[src/rtl/router_input_fifo.sv]
// Receive end of an RTS/DCTS flit link with a first-word-fall-through input FIFO.
// Latency: RTS to DCTS 1 cycle; a flit written at an edge is visible on Data_out in the next cycle.
// Backpressure: DCTS is only raised while the FIFO is not full; reads on an empty FIFO are ignored.
// Optional: define RX_ERR_FLAGS_EN to add the sticky err[1:0] protocol-error output.
module router_input_fifo #(
  parameter int DATA_WIDTH = 32,
  parameter int DEPTH      = 4,
  parameter int ADDR_WIDTH = 2
) (
  input  logic                  clk,
  input  logic                  rst,
  input  logic [DATA_WIDTH-1:0] RX,
  input  logic                  RTS,
  output logic                  DCTS,
  input  logic                  read_en,
  output logic [DATA_WIDTH-1:0] Data_out,
  output logic                  empty,
  output logic                  full,
`ifdef RX_ERR_FLAGS_EN
  output logic [1:0]            err,
`endif
  output logic [ADDR_WIDTH:0]   count
);

  typedef enum logic {
    IDLE = 1'b0,
    ACK  = 1'b1
  } hs_state_t;

  localparam logic [ADDR_WIDTH:0] DEPTH_CNT = (ADDR_WIDTH+1)'(DEPTH);

  hs_state_t             state_q;
  hs_state_t             state_d;
  logic [ADDR_WIDTH-1:0] wr_ptr_q;
  logic [ADDR_WIDTH-1:0] rd_ptr_q;
  logic [ADDR_WIDTH:0]   count_q;
  logic [DATA_WIDTH-1:0] mem [DEPTH];

  logic wr_vld;
  logic rd_vld;

  // Handshake FSM: one-cycle ACK pulse, never entered while full.
  always_comb begin
    state_d = state_q;
    wr_vld  = 1'b0;
    case (state_q)
      IDLE: begin
        if (RTS && !full) state_d = ACK;
      end
      ACK: begin
        wr_vld  = RTS;
        state_d = IDLE;
      end
      default: state_d = IDLE;
    endcase
  end

  always_ff @(posedge clk or negedge rst) begin
    if (!rst) begin
      state_q <= IDLE;
    end else begin
      state_q <= state_d;
    end
  end

  assign DCTS   = (state_q == ACK);
  assign rd_vld = read_en && !empty;

  always_ff @(posedge clk or negedge rst) begin
    if (!rst) begin
      wr_ptr_q <= '0;
      rd_ptr_q <= '0;
      count_q  <= '0;
    end else begin
      if (wr_vld) wr_ptr_q <= wr_ptr_q + 1'b1;
      if (rd_vld) rd_ptr_q <= rd_ptr_q + 1'b1;
      case ({wr_vld, rd_vld})
        2'b10:   count_q <= count_q + 1'b1;
        2'b01:   count_q <= count_q - 1'b1;
        default: count_q <= count_q;
      endcase
    end
  end

  // Storage is cleared on reset so Data_out reads zero while empty after reset.
  always_ff @(posedge clk or negedge rst) begin
    if (!rst) begin
      for (int i = 0; i < DEPTH; i++) mem[i] <= '0;
    end else if (wr_vld) begin
      mem[wr_ptr_q] <= RX;
    end
  end

  assign Data_out = mem[rd_ptr_q];
  assign count    = count_q;
  assign empty    = (count_q == '0);
  assign full     = (count_q == DEPTH_CNT);

`ifdef RX_ERR_FLAGS_EN
  always_ff @(posedge clk or negedge rst) begin
    if (!rst) begin
      err <= 2'b00;
    end else begin
      if (read_en && empty)         err[0] <= 1'b1;
      if (!RTS && (state_q == ACK)) err[1] <= 1'b1;
    end
  end
`endif

endmodule

[config.mk]
export PLATFORM = sky130hd
export DESIGN_NAME = router_input_fifo
export DESIGN_NICKNAME = d
export VERILOG_FILES = /design/src/rtl/router_input_fifo.sv
export SDC_FILE = /design/constraint.sdc
export NUM_CORES = 1
export LEC_CHECK = 0
export ABC_AREA = 1
export BUFFER_PORTS_ARGS = -buffer_cell sky130_fd_sc_hd__buf_2
export CELL_PAD_IN_SITES_DETAIL_PLACEMENT = 1
export CELL_PAD_IN_SITES_GLOBAL_PLACEMENT = 1
export CORE_UTILIZATION = 50
export CTS_BUF_LIST = sky130_fd_sc_hd__clkbuf_8
export DETAILED_ROUTE_END_ITERATION = 10
export HOLD_SLACK_MARGIN = 0.06
export PLACE_DENSITY = 0.93
export SLEW_MARGIN = 20
export SYNTH_ARGS = -nofsm -noshare
export SYNTH_HDL_FRONTEND = slang
export SYNTH_SLANG_ARGS = --single-unit
[constraint.sdc]
create_clock -name clk -period 2.5 [get_ports clk]
set_input_delay 0.75 -clock clk [delete_from_list [all_inputs] [get_ports clk]]
set_output_delay 0.75 -clock clk [all_outputs]
set_load 0.01 [all_outputs]
==> impl_results.md <==
- Min Clock Period, post-route: 2.571 ns
- Final ANT Viol Nets: 0
- Top post-synthesis cells by area: dfrtp_1 (52%), nand2_1 (13%), o211ai_1 (7.3%)
- Final setup margin: -0.07102 ns
- Initial antenna violation count: 0
- Crit-path max FO: 18
- Clock tree sinks: around 140
- Switching power: a little under 0.005 W
- Clock skew: 0.01212 ns
- Crit path capture type: output pin
- Buffer depth of the longest clock path: 2
- H-tree level count: 4
- GRT Total Usage: approximately 29%
- Comb power frac: between 40% and 50%
- CTS tree: yes
- Synthesized Nets: between 700 and 800
- CP cell instances: inv_8, clkbuf_16, nand2_1, o211ai_1, nand2_1, buf_2
- Routed via count: 5764
- Async SR Flop Fraction: 100.0%
- Run status: finished, violations left
- Initial Util: 51.85%
- Reg clk slew, reported paths: about 0.09 ns
- Most common cell in the netlist: nand2_1
- Final wirelength: ~21000 µm
- Iter 0 DRT Violations: around 440
- RSZ-0062 raised after global routing: true
- Routed len/inst: 21.47 µm
- Ports: 74
- Synth cell count leaders: nand2_1 (237), dfrtp_1 (136), inv_1 (110)
- Clock share of power: between 15 and 20%
- Routability cong.: 0.7594
- Reg power frac: a little over a third
- Hold slack final: 0.1688 ns
- #FFs+latches synth: ~140
- Total power: 0.01118 W
- Vias in the first global route: 6026
- Critical path's top delay family: buffers and inverters
- Cell mode on critical path: nand2_1
- Die ar.: between 0.01 and 0.015 mm²
- Final Hold Fails: 0
- P_int: about 0.0063 W
- Slew HR: ~68%
- Final cycle utilization of the critical path: 102.8%
- Fraction of layout cells with a size suffix above 1: about 22%
- Leak: 4.048 nW
- Hpwl dp: around 11000 µm
- Vias/cell: between 5 and 6
- Synth top area share: slightly above 50%
- Chip Width: between 100 and 150 µm
- Buffers and inverters on the worst path: 3
- Pwr dens: between 1000 and 1500 mW/mm²
- Input/output buffers: between 70 and 80
- Avg Cell Area, Syn: ~9 µm²
- Skew-Pair Late Insertion Delay: 0.46 ns
- Post-synthesis instance total: between 700 and 800
- Switching portion of total power: between 40% and 50%
- Largest net degree at the start of global routing: 73
- Area of the mapped netlist: between 0.006 and 0.007 mm²
- Crit Path Category: reg -> out
- Critical path arrival: ~1.8 ns
- Core area: roughly 0.013 mm²
- Register area share after synthesis: 51.59%
- Synth unique cells: 20
- Hold buffer count at CTS: 0
- Number of max-cap violations: 0
- Worst setup SP type: register
- Worst slew pin tran: 0.4820 ns
- Crit path max-delay cell type: dfrtp_2
- DRC viols: 0
- Die Y-Extent: 116.9 µm
- Prevailing post-synth register cell: dfrtp_1
- CP max stage delay: roughly 0.50 ns
- Yosys warnings: 0
- Area leader, netlist: dfrtp_1
- Hold Path Class: in -> async
- Nets: between 800 and 900
- EDFF count, synth: 0
- Row cnt: between 40 and 50
- Clock root cell: clkbuf_8
- Setup-failing EPs final: 13
- CTS Buf Count: 17
- GRT Residual Overflow: 0
- VDD IR max: ~0.68 mV
- Layout area overhead: 15.08%
- First drt pass iteration count: 4
- CP Data Required Time: ~1.8 ns
- Max Clk Rate: 389.0 MHz
- First-pass GRT wire length: just under 30000 µm
- Violated checks: setup timing
- Max Slew Vio Count: 0
- Ant diodes: 0
[timing repair]
| item | CTS | global route |
|---|---|---|
| setup endpoints to repair | 4 | 17 |
| gates resized for setup | 3 | 5 |
| hold endpoints to repair | 0 | 0 |
| buffers inserted | 1 | 0 |
| pin swaps | 1 | 3 |
| gates cloned | 1 | 8 |
[state kept, by name (all words and copies together) (netlist names)]
| register | flops |
|---|---|
| rd_ptr_q | 2 |
| wr_ptr_q | 2 |
| mem | 128 |
| count | 3 |
| DCTS | 1 |
[final cells by class]
cell class / instances / area, µm²
clock inverters: 7 / 57.56
repair inverters: 1 / 6.256
well taps: 172 / 215.2
fillers: 1494 / 5131
multi-input cells: 451 / 2389
inverters: 111 / 429.2
flip-flops and latches: 136 / 3405
clock buffers: 21 / 289.0
repair buffers: 97 / 800.8
[through the flow]
| stage | util, % | worst slack [ns] | cells | cell area [µm²] | TNS [ns] |
|---|---|---|---|---|---|
| 6_report | 59.67 | -0.07102 | 996 | 7591 | -0.3832 |
| 5_1_grt | 59.67 | -0.1221 | 996 | 7591 | -1.661 |
| 4_1_cts | 58.12 | -0.02362 | 988 | 7395 | -0.02362 |
| 3_5_place_dp | 55.04 | 0.3818 | 958 | 7002 | 0 |
| 3_3_place_gp | 55.04 | 0.4983 | 958 | 7002 | 0 |
| 2_1_floorplan | - | 0.6840 | 743 | 6596 | 0 |
[worst paths after layout]
check | start | cells past startpoint | end | slack [ns]
min reg2reg | mem[51] | 2 | mem[51] | 0.49
max in group asynchronous | rst | 2 | mem[88] | 1.55
min | rst | 1 | mem[22] | 0.17
min in group clk | mem[51] | 2 | mem[51] | 0.49
max reg2reg | count[0] | 12 | count[2] | 0.53
max | rd_ptr_q[0] | 6 | Data_out[10] | -0.07
[power by group through the flow]
stage | Sequential, W | Combinational, W | Clock (W)
floorplan | 0.00378 | 0.00321 | 0
CTS | 0.00396 | 0.00480 | 0.00167
global route | 0.00418 | 0.00587 | 0.00179
finish | 0.00409 | 0.00539 | 0.00170
detailed placement | 0.00398 | 0.00462 | 0
global placement | 0.00385 | 0.00423 | 0
[per-layer routing]
metal | share of wire, % | wire length [µm] | global-route usage [%] | vias to the layer above
li1 | - | - | - | 2526
met1 | 38 | 8144 | 32.87 | 2945
met2 | 53 | 11250 | 52.54 | 224
met3 | 5.1 | 1084 | 5.870 | 69
met4 | 4.2 | 902 | 12.66 | 0
met5 | 0 | 0 | 0 | -
[cells in the final DEF, fill, tap and decap left out, drive strengths merged]
| cell type | instances |
|---|---|
| buf | 90 |
| o211ai | 64 |
| nand4 | 1 |
| nand3 | 4 |
| nor3 | 2 |
| nand2 | 242 |
| clkbuf | 28 |
| xor2 | 1 |
| bufinv | 1 |
| ha | 5 |
| inv | 116 |
| clkinvlp | 1 |
| xnor2 | 1 |
| o21ai | 130 |
| dfrtp | 136 |
| clkinv | 1 |
| fa | 1 |
[kinds of logic after synthesis]
family	synth area share, %
AO/OA/AOI/OAI	19.88
XOR/XNOR	0.2656
adder cells (fa/ha/maj)	1.252
buffers and inverters	12.20
flip-flops	51.59
AND/OR/NAND/NOR	14.81
[worst register-to-register path: stages (launching register included)]
cell	delay (ns)
dfrtp_1	0.41
inv_1	0.10
nand3_1	0.19
nand2_1	0.10
inv_1	0.08
ha_1	0.18
inv_1	0.07
fa_1	0.40
inv_1	0.09
nand2_1	0.08
nand3_1	0.09
nand2_1	0.07
nand2_1	0.06
(Power assumes the default switching activity.)
